<file path="config.mk">
export PLATFORM = sky130hd
export DESIGN_NAME = cache_flush_ctrl
export DESIGN_NICKNAME = d
export VERILOG_FILES = /design/src/rtl/cache_flush_ctrl.sv
export SDC_FILE = /design/constraint.sdc
export NUM_CORES = 1
export LEC_CHECK = 0
export CAP_MARGIN = 0
export CELL_PAD_IN_SITES_DETAIL_PLACEMENT = 0
export CELL_PAD_IN_SITES_GLOBAL_PLACEMENT = 1
export CORE_MARGIN = 5
export CORE_UTILIZATION = 36
export DETAILED_ROUTE_END_ITERATION = 10
export PLACE_DENSITY = 0.86
export SLEW_MARGIN = 20
export SYNTH_ARGS = -nofsm -noshare
export SYNTH_HDL_FRONTEND = slang
export SYNTH_SLANG_ARGS = --single-unit
export TNS_END_PERCENT = 10
</file>
<file path="constraint.sdc">
create_clock -name clk -period 1.9 [get_ports clk]
set_input_delay 0.38 -clock clk [delete_from_list [all_inputs] [get_ports clk]]
set_output_delay 0.38 -clock clk [all_outputs]
set_load 0.05 [all_outputs]
</file>
<file path="src/rtl/cache_flush_ctrl.sv">
// Cache flush sequencer: walks every set/way after a flush request and writes back
// each valid dirty line through the bus write-back handshake, clearing its dirty bit.
module cache_flush_ctrl #(
  parameter int unsigned NUMLINES = 128,
  parameter int unsigned NUMWAYS  = 4,
  parameter int unsigned SETLEN   = $clog2(NUMLINES)
) (
  input  logic               clk,
  input  logic               reset,
  input  logic               FlushCache,
  input  logic [NUMWAYS-1:0] ValidWay,
  input  logic [NUMWAYS-1:0] DirtyWay,
  input  logic               WbAck,
  output logic [SETLEN-1:0]  FlushAdr,
  output logic [NUMWAYS-1:0] FlushWay,
  output logic               WbReq,
  output logic               ClearDirty,
  output logic               FlushBusy,
  output logic               FlushDone
);

  typedef enum logic [2:0] {
    IDLE      = 3'd0,
    READ      = 3'd1,
    CHECK     = 3'd2,
    WRITEBACK = 3'd3,
    DONE      = 3'd4
  } stateT;

  stateT              state;
  logic [NUMWAYS-1:0] PendMask;
  logic [NUMWAYS-1:0] hitMask;
  logic [NUMWAYS-1:0] remMask;
  logic               lastSet;

  // Isolate the lowest set bit so ways are written back in ascending order.
  function automatic logic [NUMWAYS-1:0] lowestOne(input logic [NUMWAYS-1:0] m);
    return m & (~m + NUMWAYS'(1));
  endfunction

  assign hitMask    = ValidWay & DirtyWay;
  assign remMask    = PendMask & ~FlushWay;
  assign lastSet    = (FlushAdr == SETLEN'(NUMLINES - 1));
  // WbReq is only ever high in WRITEBACK, so stray acks elsewhere never clear a line.
  assign ClearDirty = WbReq & WbAck;

  always_ff @(posedge clk) begin
    if (reset) begin
      state     <= IDLE;
      FlushAdr  <= '0;
      PendMask  <= '0;
      FlushWay  <= '0;
      WbReq     <= 1'b0;
      FlushBusy <= 1'b0;
      FlushDone <= 1'b0;
    end else begin
      FlushDone <= 1'b0;
      WbReq     <= 1'b0;
      FlushWay  <= '0;
      case (state)
        IDLE: begin
          if (FlushCache) begin
            state     <= READ;
            FlushAdr  <= '0;
            FlushBusy <= 1'b1;
          end
        end
        READ: state <= CHECK;
        CHECK: begin
          PendMask <= hitMask;
          if (|hitMask) begin
            state    <= WRITEBACK;
            WbReq    <= 1'b1;
            FlushWay <= lowestOne(hitMask);
          end else if (lastSet) begin
            state     <= DONE;
            FlushDone <= 1'b1;
          end else begin
            state    <= READ;
            FlushAdr <= FlushAdr + SETLEN'(1);
          end
        end
        WRITEBACK: begin
          if (!WbAck) begin
            WbReq    <= 1'b1;
            FlushWay <= FlushWay;
          end else begin
            PendMask <= remMask;
            if (|remMask) begin
              WbReq    <= 1'b1;
              FlushWay <= lowestOne(remMask);
            end else if (lastSet) begin
              state     <= DONE;
              FlushDone <= 1'b1;
            end else begin
              state    <= READ;
              FlushAdr <= FlushAdr + SETLEN'(1);
            end
          end
        end
        DONE: begin
          state     <= IDLE;
          FlushAdr  <= '0;
          FlushBusy <= 1'b0;
        end
        default: begin
          state     <= IDLE;
          FlushAdr  <= '0;
          FlushBusy <= 1'b0;
        end
      endcase
    end
  end

endmodule

</file>
==> impl_table.tex <==
\begin{tabular}{lr}
\hline
Metric & Value \\
\hline
\multicolumn{2}{l}{\textbf{Power}} \\
Areal power density over the cells & 633 nW/um\^{}2 \\
Peak VDD IR & 0.265 mV \\
Switching part of the total power & 32.3\% \\
Total power & 0.00101 W \\
Leakage component of the power & 0.603 nW \\
Clock network fraction of design power & 21.4\% \\
Gate power share & 31.8\% \\
Cell internal power dissipation & 0.000686 W \\
Switching Power & 0.000326 W \\
Portion of total power attributed to sequential cells & 46.9\% \\
\multicolumn{2}{l}{\textbf{STA}} \\
Slew at the pin with the worst max-slew slack & 0.500 ns \\
Tmin final & 1.83 ns \\
RSZ-0062 raised after global routing & false \\
Number of failing setup endpoints in the final timing report & 0 \\
Fin crit share & 96.1\% \\
Layout Skew & 0.00522 ns \\
Hold violation total from the final report & 0 \\
Relative slew slack & 66.5\% \\
Final setup slack of the worst path & 0.0735 ns \\
Top achievable clock speed & 547 MHz \\
Final Slew Violations & 0 \\
Final-layout setup total negative slack & 0 ns \\
\multicolumn{2}{l}{\textbf{Synth}} \\
Flip-flop and latch count after synthesis & 21 \\
Ys async rst share & 0\% \\
Number of distinct library cells after synthesis & 48 \\
Synth warnings & 0 \\
Post-synth top area share & 36.3\% \\
Average footprint of a synthesized cell & 8.98 um\^{}2 \\
Post-synthesis cell count & 129 \\
Post-synth EDFFs & 0 \\
Number of nets in the synthesized netlist & 142 \\
Leading cell types by total area after synthesis & sky130\_fd\_sc\_hd\_\_dfxtp\_1 36\%, sky130\_fd\_sc\_hd\_\_a21oi\_1 4.3\%, sky130\_fd\_sc\_hd\_\_nor2\_1 3.6\% \\
Fraction of the yosys area taken by sequential cells & 36.3\% \\
Synth area leader & sky130\_fd\_sc\_hd\_\_dfxtp\_1 \\
Mapped cell area & 1160 um\^{}2 \\
Flip-flop cell with the highest count after synthesis & sky130\_fd\_sc\_hd\_\_dfxtp\_1 \\
\multicolumn{2}{l}{\textbf{Floorplanning}} \\
Vertical die dimension & 66.7 um \\
Starting utilization of the core area & 37.6\% \\
Number of ports placed on the die boundary & 27 \\
Row count & 20 \\
Die ar. & 4450 um\^{}2 \\
Horizontal die dimension & 66.7 um \\
Placeable Area & 3080 um\^{}2 \\
\multicolumn{2}{l}{\textbf{Cells and area}} \\
Growth of design area from synthesis to finish & 38.1\% \\
Number of nets in the layout & 188 \\
Number of inserted diodes & 0 \\
Most frequent cells in the layout & 31 x sky130\_fd\_sc\_hd\_\_buf\_4, 19 x sky130\_fd\_sc\_hd\_\_dfxtp\_1, 13 x sky130\_fd\_sc\_hd\_\_clkdlybuf4s50\_1 \\
Layout cells sized above 1 & 32.2\% \\
Fill cell total of the finished layout & 308 \\
Leading cell type in the layout, fill and taps excluded & sky130\_fd\_sc\_hd\_\_buf\_4 \\
\multicolumn{2}{l}{\textbf{Setup path}} \\
Family with the most delay on the worst path & buffers and inverters \\
Reg-to-reg startpoint & FlushAdr[0]\$\_SDFFE\_PP0P\_ \\
Startpoint of the most critical setup path & WbReq\$\_SDFF\_PP0\_ \\
Largest driver fanout on the critical path & 2 \\
Startpoint-to-endpoint class of the critical path & reg2out \\
Data required time of the critical path & 1.52 ns \\
Critical Path Max Stage Delay & 0.80 ns \\
Crit-path slowest cell & sky130\_fd\_sc\_hd\_\_clkdlybuf4s50\_1 \\
Cell-by-cell listing of the critical path & clkdlybuf4s50\_1 \\
Worst setup SP type & flop \\
Critical Path AT & 1.45 ns \\
Buffers \& Inverters on Critical Path & 1 \\
Worst Setup End Kind & primary output \\
\multicolumn{2}{l}{\textbf{Run status}} \\
Status & finished, final reports clean \\
\multicolumn{2}{l}{\textbf{Global route}} \\
Overflow left after global routing & 0 \\
All-Layer GR Usage & 15.1\% \\
Vias in the first global route & 1181 \\
Number of antenna violations at the first check in global routing & 0 \\
First-pass GRT wire length & 5180 um \\
Pin count of the biggest net entering global routing & 12 \\
\multicolumn{2}{l}{\textbf{Detailed routing}} \\
Post-detailed-route DRC marker count & 0 \\
Total number of vias & 1131 \\
Starting DRC count in detailed routing & 40 \\
Final routed wire length divided by cell count & 13.8 um \\
Antenna-violating nets left & 0 \\
Total Wirelength & 3010 um \\
Vias per std cell & 5.19 \\
Number of detailed-route iterations in the first pass & 4 \\
\multicolumn{2}{l}{\textbf{Clocking}} \\
CTS buffer count & 3 \\
Clock Tree Root & sky130\_fd\_sc\_hd\_\_clkbuf\_4 \\
Clock Pin Slew Worst Setup and Hold Paths & 0.11 ns \\
Worst-Skew Late Latency & 0.31 ns \\
Post-cts sizing count & 0 \\
Hold-fix buffer count after cts & 0 \\
Maximum clock path buffer count & 2 \\
H-tree depth & 1 \\
Number of setup buffers added after CTS & 0 \\
Clock tree from TritonCTS & yes \\
Total number of clock tree sinks & 21 \\
\multicolumn{2}{l}{\textbf{Run}} \\
Count of max-cap constraint violations & 0 \\
\multicolumn{2}{l}{\textbf{Hold path}} \\
Type of the worst min-delay path & reg2reg \\
Startpoint of the tightest hold check path & PendMask[1]\$\_SDFFE\_PP0P\_ \\
\multicolumn{2}{l}{\textbf{Place}} \\
IO Port Bufs & 26 \\
Worst slack at placement & -0.0374 ns \\
Placer Congestion & 0.878 \\
Detailed placement HPWL & 2330 um \\
\hline
\end{tabular}
[stage by stage]
| step | instances | utilization (%) | hold WS [ns] | cell area, um^2 |
|---|---|---|---|---|
| finish | 218 | 52.0 | 0.480 | 1600 |
| global route | 218 | 52.0 | 0.514 | 1600 |
| CTS | 218 | 52.0 | 0.486 | 1600 |
| detailed placement | 214 | 51.1 | 0.464 | 1570 |
| global placement | 214 | 51.1 | 0.453 | 1570 |
| floorplan | 129 | - | 0.439 | 1160 |
[Yosys cell counts, types with 4 or more instances]
library cell / n
sky130_fd_sc_hd__a21boi_0: 4
sky130_fd_sc_hd__dfxtp_1: 21
sky130_fd_sc_hd__o21ai_0: 6
sky130_fd_sc_hd__nand2b_1: 5
sky130_fd_sc_hd__a21oi_1: 10
sky130_fd_sc_hd__nor2b_1: 4
sky130_fd_sc_hd__nor2_1: 11
sky130_fd_sc_hd__o311ai_1: 4
sky130_fd_sc_hd__nand2_1: 6
sky130_fd_sc_hd__a211oi_1: 4
sky130_fd_sc_hd__nand3_1: 7
[state kept, by name (all words and copies together) (netlist names)]
signal,cells
FlushAdr,7
FlushBusy,1
FlushDone,1
FlushWay,4
PendMask,4
WbReq,1
state,3
[power by group through the flow]
stage / clock, W / combinational (W) / sequential [W]
floorplan: 0 / 0.000176 / 0.000504
global placement: 0 / 0.000315 / 0.000484
detailed placement: 0 / 0.000320 / 0.000484
CTS: 0.000224 / 0.000322 / 0.000475
global route: 0.000238 / 0.000353 / 0.000478
finish: 0.000216 / 0.000322 / 0.000474
[per-layer routing]
metal	vias up	GRT usage (%)	wire, um
met5	-	0	0
met3	7	2.87	167
met2	27	26.0	1430
met1	524	18.2	1360
met4	0	6.09	60
li1	573	-	-
[layout make-up]
| cell class | instances | area [um^2] | share of cell area (%) |
|---|---|---|---|
| Sequential cell | 21 | 423 | 26.4 |
| Timing Repair Buffer | 45 | 383 | 23.9 |
| Inverter | 3 | 11.3 | 0.704 |
| Tap cell | 44 | 55.1 | 3.44 |
| Multi-Input combinational cell | 101 | 702 | 43.9 |
| Clock buffer | 4 | 26.3 | 1.64 |
[cell families (layout without fill, tap and decap cells)]
group	after synthesis	count (layout)	synth area share [%]
and+or+nand+nor	51	51	28.4
AOI/OAI and AO/OA	47	47	29.4
DFF	21	21	36.3
buffers and inverters	7	52	3.13
muxes	2	2	1.73
adders and majority gates	1	1	1.08
[final timing paths]
path / slack (ns) / depth (start not counted) / endpoint
setup / recovery: 0.07 / 1 / WbReq
hold / removal: 0.48 / 2 / PendMask[1]$_SDFFE_PP0P_
setup reg to reg: 0.23 / 6 / FlushAdr[1]$_SDFFE_PP0P_
hold reg to reg: 0.48 / 2 / PendMask[1]$_SDFFE_PP0P_
Power figures use the tool's default switching activity.
